$ cat src/rtl/alu_pkg.sv
// Shared widths, FSM encoding, opcodes and command layout for the ALU issue path.
package alu_pkg;
    localparam int DATA_W     = 6;
    localparam int OP_W       = 4;
    localparam int NREGS      = 8;
    localparam int IDX_W      = $clog2(NREGS);
    localparam int FIFO_DEPTH = 4;

    typedef enum logic [1:0] {
        ST_IDLE = 2'd0,
        ST_EXEC = 2'd1,
        ST_DONE = 2'd2
    } state_e;

    localparam logic [OP_W-1:0] OP_XOR = 4'b0001;
    localparam logic [OP_W-1:0] OP_AND = 4'b0010;

    typedef struct packed {
        logic [OP_W-1:0]  op;
        logic [IDX_W-1:0] ra;
        logic [IDX_W-1:0] rb;
        logic [IDX_W-1:0] rd;
    } cmd_t;

    localparam int CMD_W = $bits(cmd_t);
endpackage

$ cat src/rtl/cmd_fifo.sv
// Synchronous command FIFO; full/empty derive from a registered occupancy count.
module cmd_fifo
    import alu_pkg::*;
#(
    parameter int WIDTH = CMD_W,
    parameter int DEPTH = FIFO_DEPTH
) (
    input  logic             clk,
    input  logic             rst,
    input  logic             push_i,
    input  logic [WIDTH-1:0] data_i,
    input  logic             pop_i,
    output logic [WIDTH-1:0] data_o,
    output logic             full_o,
    output logic             empty_o
);
    localparam int PTR_W = $clog2(DEPTH);
    localparam int CNT_W = PTR_W + 1;

    logic [WIDTH-1:0] mem_q [DEPTH];
    logic [PTR_W-1:0] wr_ptr_q;
    logic [PTR_W-1:0] rd_ptr_q;
    logic [CNT_W-1:0] count_q;
    logic             full_s;
    logic             empty_s;
    logic             do_push_s;
    logic             do_pop_s;

    // Status flags and qualified push/pop strobes.
    always_comb begin
        full_s    = (count_q == CNT_W'(DEPTH));
        empty_s   = (count_q == {CNT_W{1'b0}});
        do_push_s = push_i && !full_s;
        do_pop_s  = pop_i && !empty_s;
    end

    // Storage, pointers and occupancy; pointers wrap naturally at DEPTH.
    always_ff @(posedge clk or posedge rst) begin
        if (rst) begin
            for (int i = 0; i < DEPTH; i++) begin
                mem_q[i] <= {WIDTH{1'b0}};
            end
            wr_ptr_q <= {PTR_W{1'b0}};
            rd_ptr_q <= {PTR_W{1'b0}};
            count_q  <= {CNT_W{1'b0}};
        end else begin
            if (do_push_s) begin
                mem_q[wr_ptr_q] <= data_i;
                wr_ptr_q        <= wr_ptr_q + PTR_W'(1);
            end
            if (do_pop_s) begin
                rd_ptr_q <= rd_ptr_q + PTR_W'(1);
            end
            case ({do_push_s, do_pop_s})
                2'b10:   count_q <= count_q + CNT_W'(1);
                2'b01:   count_q <= count_q - CNT_W'(1);
                default: count_q <= count_q;
            endcase
        end
    end

    assign data_o  = mem_q[rd_ptr_q];
    assign full_o  = full_s;
    assign empty_o = empty_s;
endmodule

$ cat src/rtl/alu_issue_ctrl.sv
// Issue sequencer: buffers commands, reads operands from the register file,
// drives the external ALU and writes its result back.
module alu_issue_ctrl
    import alu_pkg::*;
(
    input  logic              clk,
    input  logic              rst,
    input  logic              cmd_valid,
    output logic              cmd_ready,
    input  logic [OP_W-1:0]   cmd_op,
    input  logic [IDX_W-1:0]  cmd_ra,
    input  logic [IDX_W-1:0]  cmd_rb,
    input  logic [IDX_W-1:0]  cmd_rd,
    input  logic              ld_en,
    input  logic [IDX_W-1:0]  ld_idx,
    input  logic [DATA_W-1:0] ld_data,
    input  logic [IDX_W-1:0]  rd_idx,
    output logic [DATA_W-1:0] rd_data,
    output logic [OP_W-1:0]   alu_instruction,
    output logic [DATA_W-1:0] alu_a,
    output logic [DATA_W-1:0] alu_b,
    input  logic [DATA_W-1:0] alu_x,
    output logic              res_valid,
    output logic [IDX_W-1:0]  res_rd,
    output logic [DATA_W-1:0] res_data,
    output logic              busy
);
    logic [DATA_W-1:0] rf_q [NREGS];
    logic [DATA_W-1:0] rf_d [NREGS];
    state_e            state_q, state_d;
    cmd_t              cmd_in_s, head_s;
    logic              fifo_full_s, fifo_empty_s;
    logic              pop_s, wb_s;
    logic [IDX_W-1:0]  rd_q;
    logic [OP_W-1:0]   alu_instruction_q;
    logic [DATA_W-1:0] alu_a_q, alu_b_q;
    logic              res_valid_q;
    logic [IDX_W-1:0]  res_rd_q;
    logic [DATA_W-1:0] res_data_q;

    // Pack the incoming command fields.
    always_comb begin
        cmd_in_s.op = cmd_op;
        cmd_in_s.ra = cmd_ra;
        cmd_in_s.rb = cmd_rb;
        cmd_in_s.rd = cmd_rd;
    end

    cmd_fifo #(.WIDTH(CMD_W), .DEPTH(FIFO_DEPTH)) u_cmd_fifo (
        .clk     (clk),
        .rst     (rst),
        .push_i  (cmd_valid),
        .data_i  (cmd_in_s),
        .pop_i   (pop_s),
        .data_o  (head_s),
        .full_o  (fifo_full_s),
        .empty_o (fifo_empty_s)
    );

    // Issue FSM next-state: pop when idle with work queued, write back from EXEC.
    always_comb begin
        state_d = state_q;
        pop_s   = 1'b0;
        wb_s    = 1'b0;
        case (state_q)
            ST_IDLE: begin
                if (!fifo_empty_s) begin
                    state_d = ST_EXEC;
                    pop_s   = 1'b1;
                end else begin
                    state_d = ST_IDLE;
                end
            end
            ST_EXEC: begin
                state_d = ST_DONE;
                wb_s    = 1'b1;
            end
            ST_DONE: state_d = ST_IDLE;
            default: state_d = ST_IDLE;
        endcase
    end

    // Register-file next state; ALU writeback takes priority over a direct load.
    always_comb begin
        for (int i = 0; i < NREGS; i++) begin
            if (wb_s && (rd_q == IDX_W'(i))) begin
                rf_d[i] = alu_x;
            end else if (ld_en && (ld_idx == IDX_W'(i))) begin
                rf_d[i] = ld_data;
            end else begin
                rf_d[i] = rf_q[i];
            end
        end
    end

    // Register file.
    always_ff @(posedge clk or posedge rst) begin
        if (rst) begin
            for (int i = 0; i < NREGS; i++) begin
                rf_q[i] <= {DATA_W{1'b0}};
            end
        end else begin
            for (int i = 0; i < NREGS; i++) begin
                rf_q[i] <= rf_d[i];
            end
        end
    end

    // FSM state, ALU operand registers and completion outputs.
    always_ff @(posedge clk or posedge rst) begin
        if (rst) begin
            state_q           <= ST_IDLE;
            rd_q              <= {IDX_W{1'b0}};
            alu_instruction_q <= {OP_W{1'b0}};
            alu_a_q           <= {DATA_W{1'b0}};
            alu_b_q           <= {DATA_W{1'b0}};
            res_valid_q       <= 1'b0;
            res_rd_q          <= {IDX_W{1'b0}};
            res_data_q        <= {DATA_W{1'b0}};
        end else begin
            state_q     <= state_d;
            res_valid_q <= wb_s;
            if (pop_s) begin
                alu_instruction_q <= head_s.op;
                alu_a_q           <= rf_q[head_s.ra];
                alu_b_q           <= rf_q[head_s.rb];
                rd_q              <= head_s.rd;
            end
            if (wb_s) begin
                res_rd_q   <= rd_q;
                res_data_q <= alu_x;
            end
        end
    end

    assign cmd_ready       = !fifo_full_s;
    assign rd_data         = rf_q[rd_idx];
    assign busy            = (state_q != ST_IDLE) || !fifo_empty_s;
    assign alu_instruction = alu_instruction_q;
    assign alu_a           = alu_a_q;
    assign alu_b           = alu_b_q;
    assign res_valid       = res_valid_q;
    assign res_rd          = res_rd_q;
    assign res_data        = res_data_q;
endmodule

$ cat config.mk
export PLATFORM = sky130hd
export DESIGN_NAME = alu_issue_ctrl
export DESIGN_NICKNAME = d
export VERILOG_FILES = /design/src/rtl/alu_pkg.sv /design/src/rtl/cmd_fifo.sv /design/src/rtl/alu_issue_ctrl.sv
export SDC_FILE = /design/constraint.sdc
export NUM_CORES = 1
export LEC_CHECK = 0
export ABC_CLOCK_PERIOD_IN_PS = 4950
export CAP_MARGIN = 20
export CELL_PAD_IN_SITES_DETAIL_PLACEMENT = 0
export CELL_PAD_IN_SITES_GLOBAL_PLACEMENT = 1
export CORE_UTILIZATION = 46
export DETAILED_ROUTE_END_ITERATION = 8
export MAX_ROUTING_LAYER = met4
export PLACE_DENSITY_LB_ADDON = 0.1
export SYNTH_ARGS = -nofsm -noshare
export SYNTH_HDL_FRONTEND = slang
export SYNTH_SLANG_ARGS = --single-unit
$ cat constraint.sdc
create_clock -name clk -period 4.95 [get_ports clk]
set_input_delay 0.495 -clock clk [delete_from_list [all_inputs] [get_ports clk]]
set_output_delay 0.495 -clock clk [all_outputs]
set_load 0.005 [all_outputs]
==> summary.md, run 1 <==
| Metric | Value |
|---|---|
| Crit Path Max Fanout | `12` |
| Post-synthesis sequential area ratio | `47.4%` |
| Final Hold Viols | `0` |
| Total GRT Usage | `25.1%` |
| Worst reg2reg setup slack | `2.09 ns` |
| Number of core rows | `45` |
| Worst rel slew slack | `35.6%` |
| Crit path DAT | `between 2 and 3 ns` |
| Worst-Margin Slew | `~0.97 ns` |
| TritonCTS clock tree | `yes` |
| Tcrit/Tclk final | `67.5%` |
| Initial antenna violation count | `0` |
| FF-to-FF End | `u_cmd_fifo.count_q[2]` |
| CTS max path bufs | `2` |
| Residual DRC count | `0` |
| Full die area | `around 0.016 mm^2` |
| Post-Synthesis Cells | `634` |
| Largest net degree at the start of global routing | `73` |
| VDD IR max | `approximately 430 uV` |
| Overall Power | `between 6 and 7 mW` |
| Max-slew violations | `0` |
| Clock latency at the later pin of the worst-skew pair | `roughly 0.43 ns` |
| Diode count | `0` |
| CP Class | `in -> out` |
| Vias post-DR | `5021` |
| Distinct cells, synth | `35` |
| Multi-input logic area | `0.00349 mm^2` |
| Worst Hold End | `alu_instruction[0]` |
| Outcome | `completed` |
| Filler Cell Count | `1292` |
| Final net count | `719` |
| MaxCap Viol Count | `0` |
| Layout Cells excl Fill | `902` |
| Routed WL per cell | `20.3 um` |
| Share of cells above drive strength 1 | `11.0%` |
| Root buffer cell | `clkbuf_16` |
| Setup TNS Final | `0 ns` |
| Fmax | `299 MHz` |
| DP HPWL | `12800 um` |
| Commonest non-fill, non-tap cell in the layout | `dfrtp_1` |
| Clk sinks | `~140` |
| Detail Route Antenna Nets | `0` |
| WHS Path Cells | `2` |
| Placed instance count | `870` |
| Leak | `approximately 3.8 nW` |
| Detailed-route wire length | `18300 um` |
| Yosys warning total | `0` |
| Unrepaired setup endpoints after global routing | `false` |
| Core Box Area | `around 0.015 mm^2` |
| Most frequent cells in the layout | `137 x dfrtp_1, 109 x nand2_1, 96 x mux2i_1` |
| Average size of a mapped cell | `11.4 um^2` |
| Worst endpoint required time | `roughly 4.5 ns` |
| Yosys reg bits | `137` |
| HP Class | `reg -> reg` |
| PostCTS Resize Cnt | `0` |
| DR iter-0 viols | `~350` |
| Initial Util | `47.4%` |
| Die W | `127 um` |
| Final setup fails | `0` |
| Tmin final | `3.34 ns` |
| Post-Synthesis Cell Area | `0.00723 mm^2` |
| Input/output buffers | `68` |
| CTS H-tree lvls | `4` |
| Setup bufs post-CTS | `0` |
| CP Capture Type | `output port` |
| Cts hold-fix bufs | `0` |
| Mapped Nets | `roughly 680` |
| Iteration count of the initial detailed-routing pass | `5` |
| FF/Latch Area | `between 0.003 and 0.004 mm^2` |
| Vias/cell | `5.57` |
| I/O Pins | `69` |
| Syn-to-layout area delta | `18.7%` |
| Power per Cell Area | `about 750 mW/mm^2` |
| RePlAce Congestion | `0.876` |
| Worst R2R Path Depth | `9` |
| CTS buffer count | `17` |
| Hold Crit Start | `alu_instruction[0]` |
| First-pass GRT wire length | `29300 um` |
| Die Y | `127 um` |
| Clock Pin Slew Worst Setup and Hold Paths | `approximately 0.06 ns` |
| FF-to-FF Start | `u_cmd_fifo.count_q[0]` |
| Remaining global-route overflow | `0` |
| Max Clock Skew | `a little over 0.006 ns` |
| Vias in the first global route | `5215` |
| Fin util | `56.2%` |
| Crit start category | `input pin` |
cell usage after synthesis, drive strengths merged:
master | number | area share [%]
a21oi | 24 | 1.7
and2 | 1 | 0.087
buf | 25 | 2.7
clkbuf | 24 | 1.2
dfrtp | 137 | 47
fa | 1 | 0.28
ha | 5 | 0.87
inv | 7 | 0.36
mux2 | 59 | 9.2
mux2i | 96 | 13
mux4 | 25 | 7.8
nand2 | 109 | 5.7
nand2b | 6 | 0.52
nand3 | 1 | 0.069
nand3b | 2 | 0.21
nand4 | 1 | 0.087
nand4b | 3 | 0.36
nor2 | 30 | 1.6
nor3 | 4 | 0.42
nor3b | 4 | 0.55
o21ai | 37 | 2.6
o22ai | 24 | 2.1
or2 | 2 | 0.17
or2b | 1 | 0.10
xnor2 | 5 | 0.61
xor2 | 1 | 0.12
worst max-delay path, stage by stage:
cell,delay [ns]
clkdlybuf4s50_1,1.03
mux4_2,0.60
mux2_2,0.27
clkdlybuf4s50_1,0.44
stage by stage:
step / area (um^2) / hold WS [ns] / worst slack [ns]
CTS: 8580 / 0.477 / 1.59
finish: 8580 / 0.475 / 1.61
floorplan: 7230 / 0.459 / 0.787
global route: 8580 / 0.507 / 1.51
global placement: 7930 / 0.463 / 1.63
detailed placement: 7930 / 0.463 / 1.60
sequential cells by signal, summed over array words and instances (netlist names):
register / flops
alu_a: 6
alu_b: 6
alu_instruction: 4
rd_q: 3
res_data: 6
res_rd: 3
res_valid: 1
rf_q: 48
state_q: 1
u_cmd_fifo.count_q: 3
u_cmd_fifo.mem_q: 52
u_cmd_fifo.rd_ptr_q: 2
u_cmd_fifo.wr_ptr_q: 2
routing by layer:
metal	up-vias	part of all wire (%)	GRT usage, %	wire length, um
met3	34	3.4	4.23	624
met1	2523	44	31.6	8110
met4	0	2.0	9.38	367
li1	2339	-	-	-
met5	-	0	-	0
met2	125	50	40.6	9240
report_power, final:
group          switching, mW  total [mW]  internal (mW)
Combinational           1.37        2.80           1.43
Sequential             0.560        2.26           1.70
Clock                  0.504        1.38          0.877
Total                   2.44        6.44           4.00
how the worst max path moves through the flow:
stage	from	end	slack [ns]	cells after the start
2_1_floorplan	rst	alu_a[0]	0.79	1
3_3_place_gp	rd_idx[0]	rd_data[3]	1.63	4
3_5_place_dp	rd_idx[0]	rd_data[3]	1.60	4
4_1_cts	rd_idx[0]	rd_data[3]	1.59	4
5_1_grt	rd_idx[0]	rd_data[3]	1.51	4
6_report	rd_idx[0]	rd_data[3]	1.61	4
cell type report:
| cell class | count | share of cell area [%] |
|---|---|---|
| clock buffer | 20 | 5.32 |
| clock inverter | 12 | 2.17 |
| tap | 211 | 3.08 |
| multi-input combinational | 441 | 40.7 |
| timing repair buffer | 74 | 8.46 |
| inverter | 7 | 0.336 |
| sequential | 137 | 40.0 |
cell families (layout without fill, tap and decap cells):
logic type	count (synthesis)	count (layout)	synth area share (%)
AO/OA/AOI/OAI	85	85	6.30
adder cells (fa/ha/maj)	6	6	1.14
buffers and inverters	56	113	4.31
AND/OR/NAND/NOR	164	164	9.80
flip-flops	137	137	47.4
XOR/XNOR	6	6	0.727
multiplexers	180	180	30.3
Power figures use the tool's default switching activity.
==> inputs of run 2 (changes only) <==
ABC_CLOCK_PERIOD_IN_PS = 3100   (was 4950)
clock period = 3.1 ns   (was 4.95 ns; I/O delays follow)
==> summary.md, run 2 (same netlist as run 1, synthesis figures left out) <==
| Metric | Value |
|---|---|
| Overall Power | `10.2 mW (+58%)` |
| Final worst hold slack | `0.407 ns (-0.0676 ns)` |
| TritonCTS clock tree | `yes` |
| CP Capture Type | `output port` |
| Largest net degree at the start of global routing | `43 (-41%)` |
| CP Class | `in -> out` |
| Top flop regs | `u_cmd_fifo.mem_q (52), rf_q (48)` |
| Cts hold-fix bufs | `0 (unchanged)` |
| First-pass GRT wire length | `29800 um (+1.7%)` |
| Routed WL per cell | `20.4 um (+0.35%)` |
| Most common cell on crit path | `clkdlybuf4s50_1` |
| Crit start category | `input pin` |
| DR iter-0 viols | `354 (+0.57%)` |
| Power per Cell Area | `1180 mW/mm^2 (+57%)` |
| Crit Path Max Fanout | `12 (unchanged)` |
| CP Buf/Inv Count | `3 (+1)` |
| Die W | `127 um (unchanged)` |
| Full die area | `0.0162 mm^2 (unchanged)` |
| Syn-to-layout area delta | `19.6%` |
| Final setup fails | `0 (unchanged)` |
| Remaining global-route overflow | `0 (unchanged)` |
| Vias in the first global route | `5250 (+0.67%)` |
| MaxCap Viol Count | `0 (unchanged)` |
| Residual DRC count | `0 (unchanged)` |
| Worst-Margin Slew | `0.897 ns (-0.0693 ns)` |
| Input/output buffers | `68 (unchanged)` |
| Tmin final | `2.65 ns` |
| RePlAce Congestion | `0.831 (-5.1%)` |
| Die Y | `127 um (unchanged)` |
| Total GRT Usage | `25.7% (+0.63 points)` |
| Detail Route Antenna Nets | `0 (unchanged)` |
| Detailed-route wire length | `18700 um (+1.8%)` |
| PostCTS Resize Cnt | `0 (unchanged)` |
| Number of core rows | `45 (unchanged)` |
| Share of cells above drive strength 1 | `12.6% (+1.6 points)` |
| Tcrit/Tclk final | `85.5%` |
| Iteration count of the initial detailed-routing pass | `5 (unchanged)` |
| Commonest non-fill, non-tap cell in the layout | `dfrtp_1` |
| Critical-path top delay cell | `mux4_2` |
| Vias/cell | `5.61 (+0.78%)` |
| DP HPWL | `12900 um (+0.82%)` |
| Worst path cell trace | `clkdlybuf4s50_1 -> buf_4 -> mux4_2 -> mux2_2 -> clkdlybuf4s50_1` |
| Number of flip-flops in the largest register | `52 (unchanged)` |
| Root buffer cell | `clkbuf_16` |
| Most frequent cells in the layout | `137 x dfrtp_1, 109 x nand2_1, 96 x mux2i_1` |
| Vias post-DR | `5133 (+2.2%)` |
| VDD IR max | `582 uV (+34%)` |
| Core Box Area | `0.0153 mm^2 (unchanged)` |
| Unrepaired setup endpoints after global routing | `false` |
| Final Hold Viols | `0 (unchanged)` |
| I/O Pins | `69 (unchanged)` |
| Fmax | `377 MHz` |
| Setup TNS Final | `0 ns (unchanged)` |
| Largest delay share family, worst path | `buffers and inverters` |
| Leak | `3.82 nW (+1.4%)` |
| Initial antenna violation count | `0 (unchanged)` |
| Largest stage delay, worst path | `0.54 ns (-0.49 ns)` |
| CTS H-tree lvls | `4 (unchanged)` |
| Worst rel slew slack | `40.1% (+4.5 points)` |
| Outcome | `completed` |
| Clock latency at the later pin of the worst-skew pair | `0.43 ns (about the same)` |
| CTS max path bufs | `2 (unchanged)` |
| Clk sinks | `137 (unchanged)` |
| Diode count | `0 (unchanged)` |
| Filler Cell Count | `1336 (+3.4%)` |
| Worst endpoint required time | `2.79 ns (-1.66 ns)` |
| Initial Util | `47.4% (unchanged)` |
| Crit path DAT | `2.34 ns (-0.51 ns)` |
| Setup bufs post-CTS | `0 (unchanged)` |
| Max Clock Skew | `0.00765 ns (+0.00142 ns)` |
| CTS buffer count | `17 (unchanged)` |
| Clock Pin Slew Worst Setup and Hold Paths | `0.06 ns (about the same)` |
| Top reg by flops | `u_cmd_fifo.mem_q` |
| HP Class | `in -> async` |
| Final net count | `733 (+1.9%)` |
| Max-slew violations | `0 (unchanged)` |
[run 2: cell types whose count changed in the layout (fill, tap and decap cells not counted)]
cell / before / now
buf_4: 6 / 18
clkinv_2: 0 / 4
buf_12: 0 / 2
bufinv_16: 4 / 2
inv_6: 4 / 2
inv_4: 1 / 0
[run 2: area by class of cell]
class / instances / area (um^2) / share of cell area [%]
clock buffers: 20 / 457 / 5.28
flip-flops and latches: 137 / 3430 / 39.7
multi-input cells: 441 / 3490 / 40.3
well taps: 211 / 264 / 3.05
clock inverters: 11 / 121 / 1.40
repair buffers: 88 / 856 / 9.90
inverters: 7 / 30.0 / 0.347
[run 2: worst paths after layout]
| check | start | to | slack, ns | depth (start not counted) |
|---|---|---|---|---|
| max reg2reg | u_cmd_fifo.count_q[0] | u_cmd_fifo.count_q[2] | 0.80 | 9 |
| min in group clk | alu_instruction[1] | alu_instruction[1] | 0.47 | 2 |
| max in group asynchronous | rst | rf_q[14] | 1.96 | 3 |
| min reg2reg | alu_instruction[1] | alu_instruction[1] | 0.47 | 2 |
| max | rd_idx[0] | rd_data[4] | 0.45 | 5 |
| min | rst | u_cmd_fifo.mem_q[42] | 0.41 | 2 |
[run 2: power breakdown]
group	internal (mW)	switching, mW	total (mW)	leakage [nW]
Combinational	2.34	2.34	4.68	1.90
Clock	1.22	0.774	1.99	0.282
Sequential	2.71	0.781	3.49	1.64
[run 2: per-layer routing]
layer	routed length, um	track usage (%)	share of wire, %	vias up
met5	0	-	0	-
met4	424	10.4	2.3	0
met3	642	3.81	3.4	33
met2	9170	40.7	49	132
met1	8430	33.3	45	2602
li1	-	-	-	2366
[run 2: stage by stage]
stage	setup slack [ns]	cell area [um^2]	std cells	utilization [%]
after global routing	0.392	8640	915	56.6
after CTS	0.453	8640	915	56.6
after global placement	0.471	8070	884	52.9
after floorplan	0.941	7230	634	-
final	0.449	8640	915	56.6
after detailed placement	0.453	8070	884	52.9
[run 2: worst reg2reg max path, stage by stage, from the launching register on]
cell and delay, ns:
dfrtp_1 0.43, nor3_1 0.23, nand2b_1 0.15, inv_1 0.04, buf_4 0.21, ha_1 0.28
fa_1 0.44, xnor2_1 0.18, nor2_1 0.07, xor2_1 0.14
==> inputs of run 3 (changes only) <==
ABC_CLOCK_PERIOD_IN_PS = 3300   (was 3100)
CORE_UTILIZATION = 50   (was 46)
CTS_CLUSTER_SIZE = 24   (was default)
SYNTH_HIERARCHICAL = 1   (was default)
clock period = 3.3 ns   (was 3.1 ns; I/O delays follow)
==> summary.md, run 3 <==
| Metric | Value |
|---|---|
| DP Worst Slack | `0.632 ns (+0.179 ns)` |
| Die Y | `125 um (-2.1%)` |
| Clock latency at the later pin of the worst-skew pair | `0.42 ns (about the same)` |
| Syn-to-layout area delta | `18.7%` |
| Vias in the first global route | `5017 (-4.4%)` |
| RePlAce Congestion | `0.828 (-0.43%)` |
| Mapped Nets | `584 (-13%)` |
| Tcrit/Tclk final | `80.6%` |
| Synth area leader | `dfrtp_1` |
| Setup TNS Final | `0 ns (unchanged)` |
| Die W | `125 um (-2.1%)` |
| Core Box Area | `0.0146 mm^2 (-4.4%)` |
| Clock Pin Slew Worst Setup and Hold Paths | `0.05 ns (about the same)` |
| Top FF cell, synth | `dfrtp_1` |
| Diode count | `0 (unchanged)` |
| Residual DRC count | `0 (unchanged)` |
| Number of flip-flops in the largest register | `52 (unchanged)` |
| Unrepaired setup endpoints after global routing | `false` |
| Remaining global-route overflow | `0 (unchanged)` |
| PostCTS Resize Cnt | `0 (unchanged)` |
| Commonest non-fill, non-tap cell in the layout | `mux2_2` |
| Vias post-DR | `4780 (-6.9%)` |
| Worst rel slew slack | `48.2% (+8.1 points)` |
| Max Clock Skew | `0.0126 ns (+0.00495 ns)` |
| Input/output buffers | `68 (unchanged)` |
| Async set or reset register ratio after synthesis | `100% (unchanged)` |
| Worst R2R Path Depth | `10 (+1)` |
| Yosys reg bits | `137 (unchanged)` |
| CTS buffer count | `17 (unchanged)` |
| Initial antenna violation count | `0 (unchanged)` |
| I/O Pins | `69 (unchanged)` |
| Worst setup margin | `0.639 ns (+0.190 ns)` |
| Cts hold-fix bufs | `0 (unchanged)` |
| Tmin final | `2.66 ns` |
| Yosys warning total | `6 (+6)` |
| First-pass GRT wire length | `28600 um (-3.9%)` |
| CP Class | `in -> out` |
| Placed instance count | `780 (-12%)` |
| FF/Latch Area | `0.00343 mm^2 (unchanged)` |
| Largest net degree at the start of global routing | `35 (-19%)` |
| DR iter-0 viols | `292 (-18%)` |
| FF-to-FF End | `u_cmd_fifo/count_q[2]` |
| Worst-Margin Slew | `0.766 ns (-0.131 ns)` |
| Post-Synthesis Cells | `543 (-14%)` |
| Detail Route Antenna Nets | `0 (unchanged)` |
| Total GRT Usage | `25.1% (-0.58 points)` |
| Outcome | `completed` |
| Crit Path Max Fanout | `12 (unchanged)` |
| Fin area | `0.00893 mm^2 (+3.4%)` |
| CP Capture Type | `output port` |
| Leak | `3.77 nW (-1.3%)` |
| Detailed-route wire length | `17800 um (-4.9%)` |
| Routed WL per cell | `21.9 um (+7.2%)` |
| MaxCap Viol Count | `0 (unchanged)` |
| Crit path DAT | `2.33 ns (about the same)` |
| Full die area | `0.0155 mm^2 (-4.1%)` |
| Synth area leaders | `dfrtp_1 46%, mux2_2 25%, mux4_2 7.5%` |
| Post-synthesis sequential area ratio | `45.6% (-1.9 points)` |
| Setup bufs post-CTS | `0 (unchanged)` |
| Vias/cell | `5.89 (+4.9%)` |
| TritonCTS clock tree | `yes` |
| Initial Util | `51.6% (+4.2 points)` |
| Worst reg2reg setup slack | `0.72 ns (-0.08 ns)` |
| Commonest cells in the netlist | `166 x mux2_2, 137 x dfrtp_1, 47 x nand2_1, 25 x mux2i_1, 25 x mux4_2` |
| CTS max path bufs | `2 (unchanged)` |
| Post-synth EDFFs | `0 (unchanged)` |
| Final net count | `656 (-11%)` |
| Final worst hold slack | `0.313 ns (-0.0938 ns)` |
| Fin util | `61.2% (+4.6 points)` |
| Cell with the most instances after synthesis | `mux2_2` |
| HP Class | `in -> async` |
| Top reg by flops | `u_cmd_fifo/mem_q` |
| Worst setup path end | `rd_data[2]` |
| Most frequent cells in the layout | `166 x mux2_2, 137 x dfrtp_1, 68 x clkdlybuf4s50_1` |
| Placed inst area | `0.00835 mm^2 (+3.5%)` |
| Multi-input logic area | `0.00385 mm^2 (+10%)` |
| Crit start category | `input pin` |
| Average size of a mapped cell | `13.9 um^2 (+22%)` |
| Iteration count of the initial detailed-routing pass | `4 (-1)` |
| CTS H-tree lvls | `4 (unchanged)` |
| Final Hold Viols | `0 (unchanged)` |
| VDD IR max | `564 uV (-3.1%)` |
| FF-to-FF Start | `u_cmd_fifo/count_q[0]` |
| Worst endpoint required time | `2.97 ns (+0.18 ns)` |
| Fmax | `about 380 MHz` |
| Max-slew violations | `0 (unchanged)` |
| Layout Cells excl Fill | `812 (-11%)` |
| Number of core rows | `44 (-2.2%)` |
| Share of cells above drive strength 1 | `40.3% (+28 points)` |
| Distinct cells, synth | `37 (+5.7%)` |
| Root buffer cell | `clkbuf_16` |
| Power per Cell Area | `1120 mW/mm^2 (-5.0%)` |
| Final setup fails | `0 (unchanged)` |
| Top flop regs | `u_cmd_fifo/mem_q (52), rf_q (48)` |
| Overall Power | `9.99 mW (-1.8%)` |
| Post-Synthesis Cell Area | `0.00753 mm^2 (+4.1%)` |
| Filler Cell Count | `1148 (-14%)` |
| Crit path from | `rd_idx[0]` |
| Clk sinks | `137 (unchanged)` |
| DP HPWL | `13100 um (+1.3%)` |
| Area share of the largest cell type after synthesis | `45.6% (-1.9 points)` |
-- run 3: changes by cell type after synthesis, sizes merged, moves of 4 or more --
cell / before / now
nand2: 109 / 47
nor2b: 0 / 4
mux2i: 96 / 25
a21oi: 24 / 0
o22ai: 24 / 12
mux2: 59 / 187
o31ai: 0 / 12
o21ai: 37 / 0
clkbuf: 24 / 4
nor2: 30 / 9
a22o: 0 / 12
-- run 3: cell families after synthesis --
| logic type | synth area share (%) |
|---|---|
| compound gates | 3.81 |
| xor+xnor | 0.698 |
| fa+ha+maj | 1.10 |
| buf+inv | 3.29 |
| flops | 45.6 |
| mux | 39.1 |
| simple gates | 6.47 |
-- run 3: critical path: stages --
cell	delay [ns]
clkdlybuf4s50_1	0.46
buf_4	0.25
mux4_2	0.53
mux2_2	0.30
clkdlybuf4s50_1	0.46
-- run 3: power breakdown --
group | switching (mW) | internal [mW]
Sequential | 0.843 | 2.57
Clock | 0.711 | 1.18
Combinational | 1.94 | 2.75
-- run 3: how the worst min path moves through the flow --
stage	endpoint	slack (ns)	depth (start not counted)
after floorplan	alu_instruction[0]	0.47	2
after global placement	alu_instruction[2]	0.46	2
after detailed placement	alu_instruction[2]	0.46	2
after CTS	alu_a[4]	0.32	2
after global routing	alu_b[2]	0.35	2
final	alu_b[2]	0.31	2
-- run 3: per-layer routing --
layer	vias up	track usage, %	wire length [um]
li1	2173	-	-
met1	2482	37.1	9030
met2	111	34.7	7710
met3	14	5.58	859
met4	0	6.45	159
met5	-	-	0
-- run 3: final cells by class --
class                   instances  area share [%]
flip-flops and latches        137            38.4
repair buffers                 82            8.93
clock inverters                13            1.71
inverters                      11           0.476
well taps                     184            2.58
multi-input cells             366            43.1
clock buffers                  19            4.85
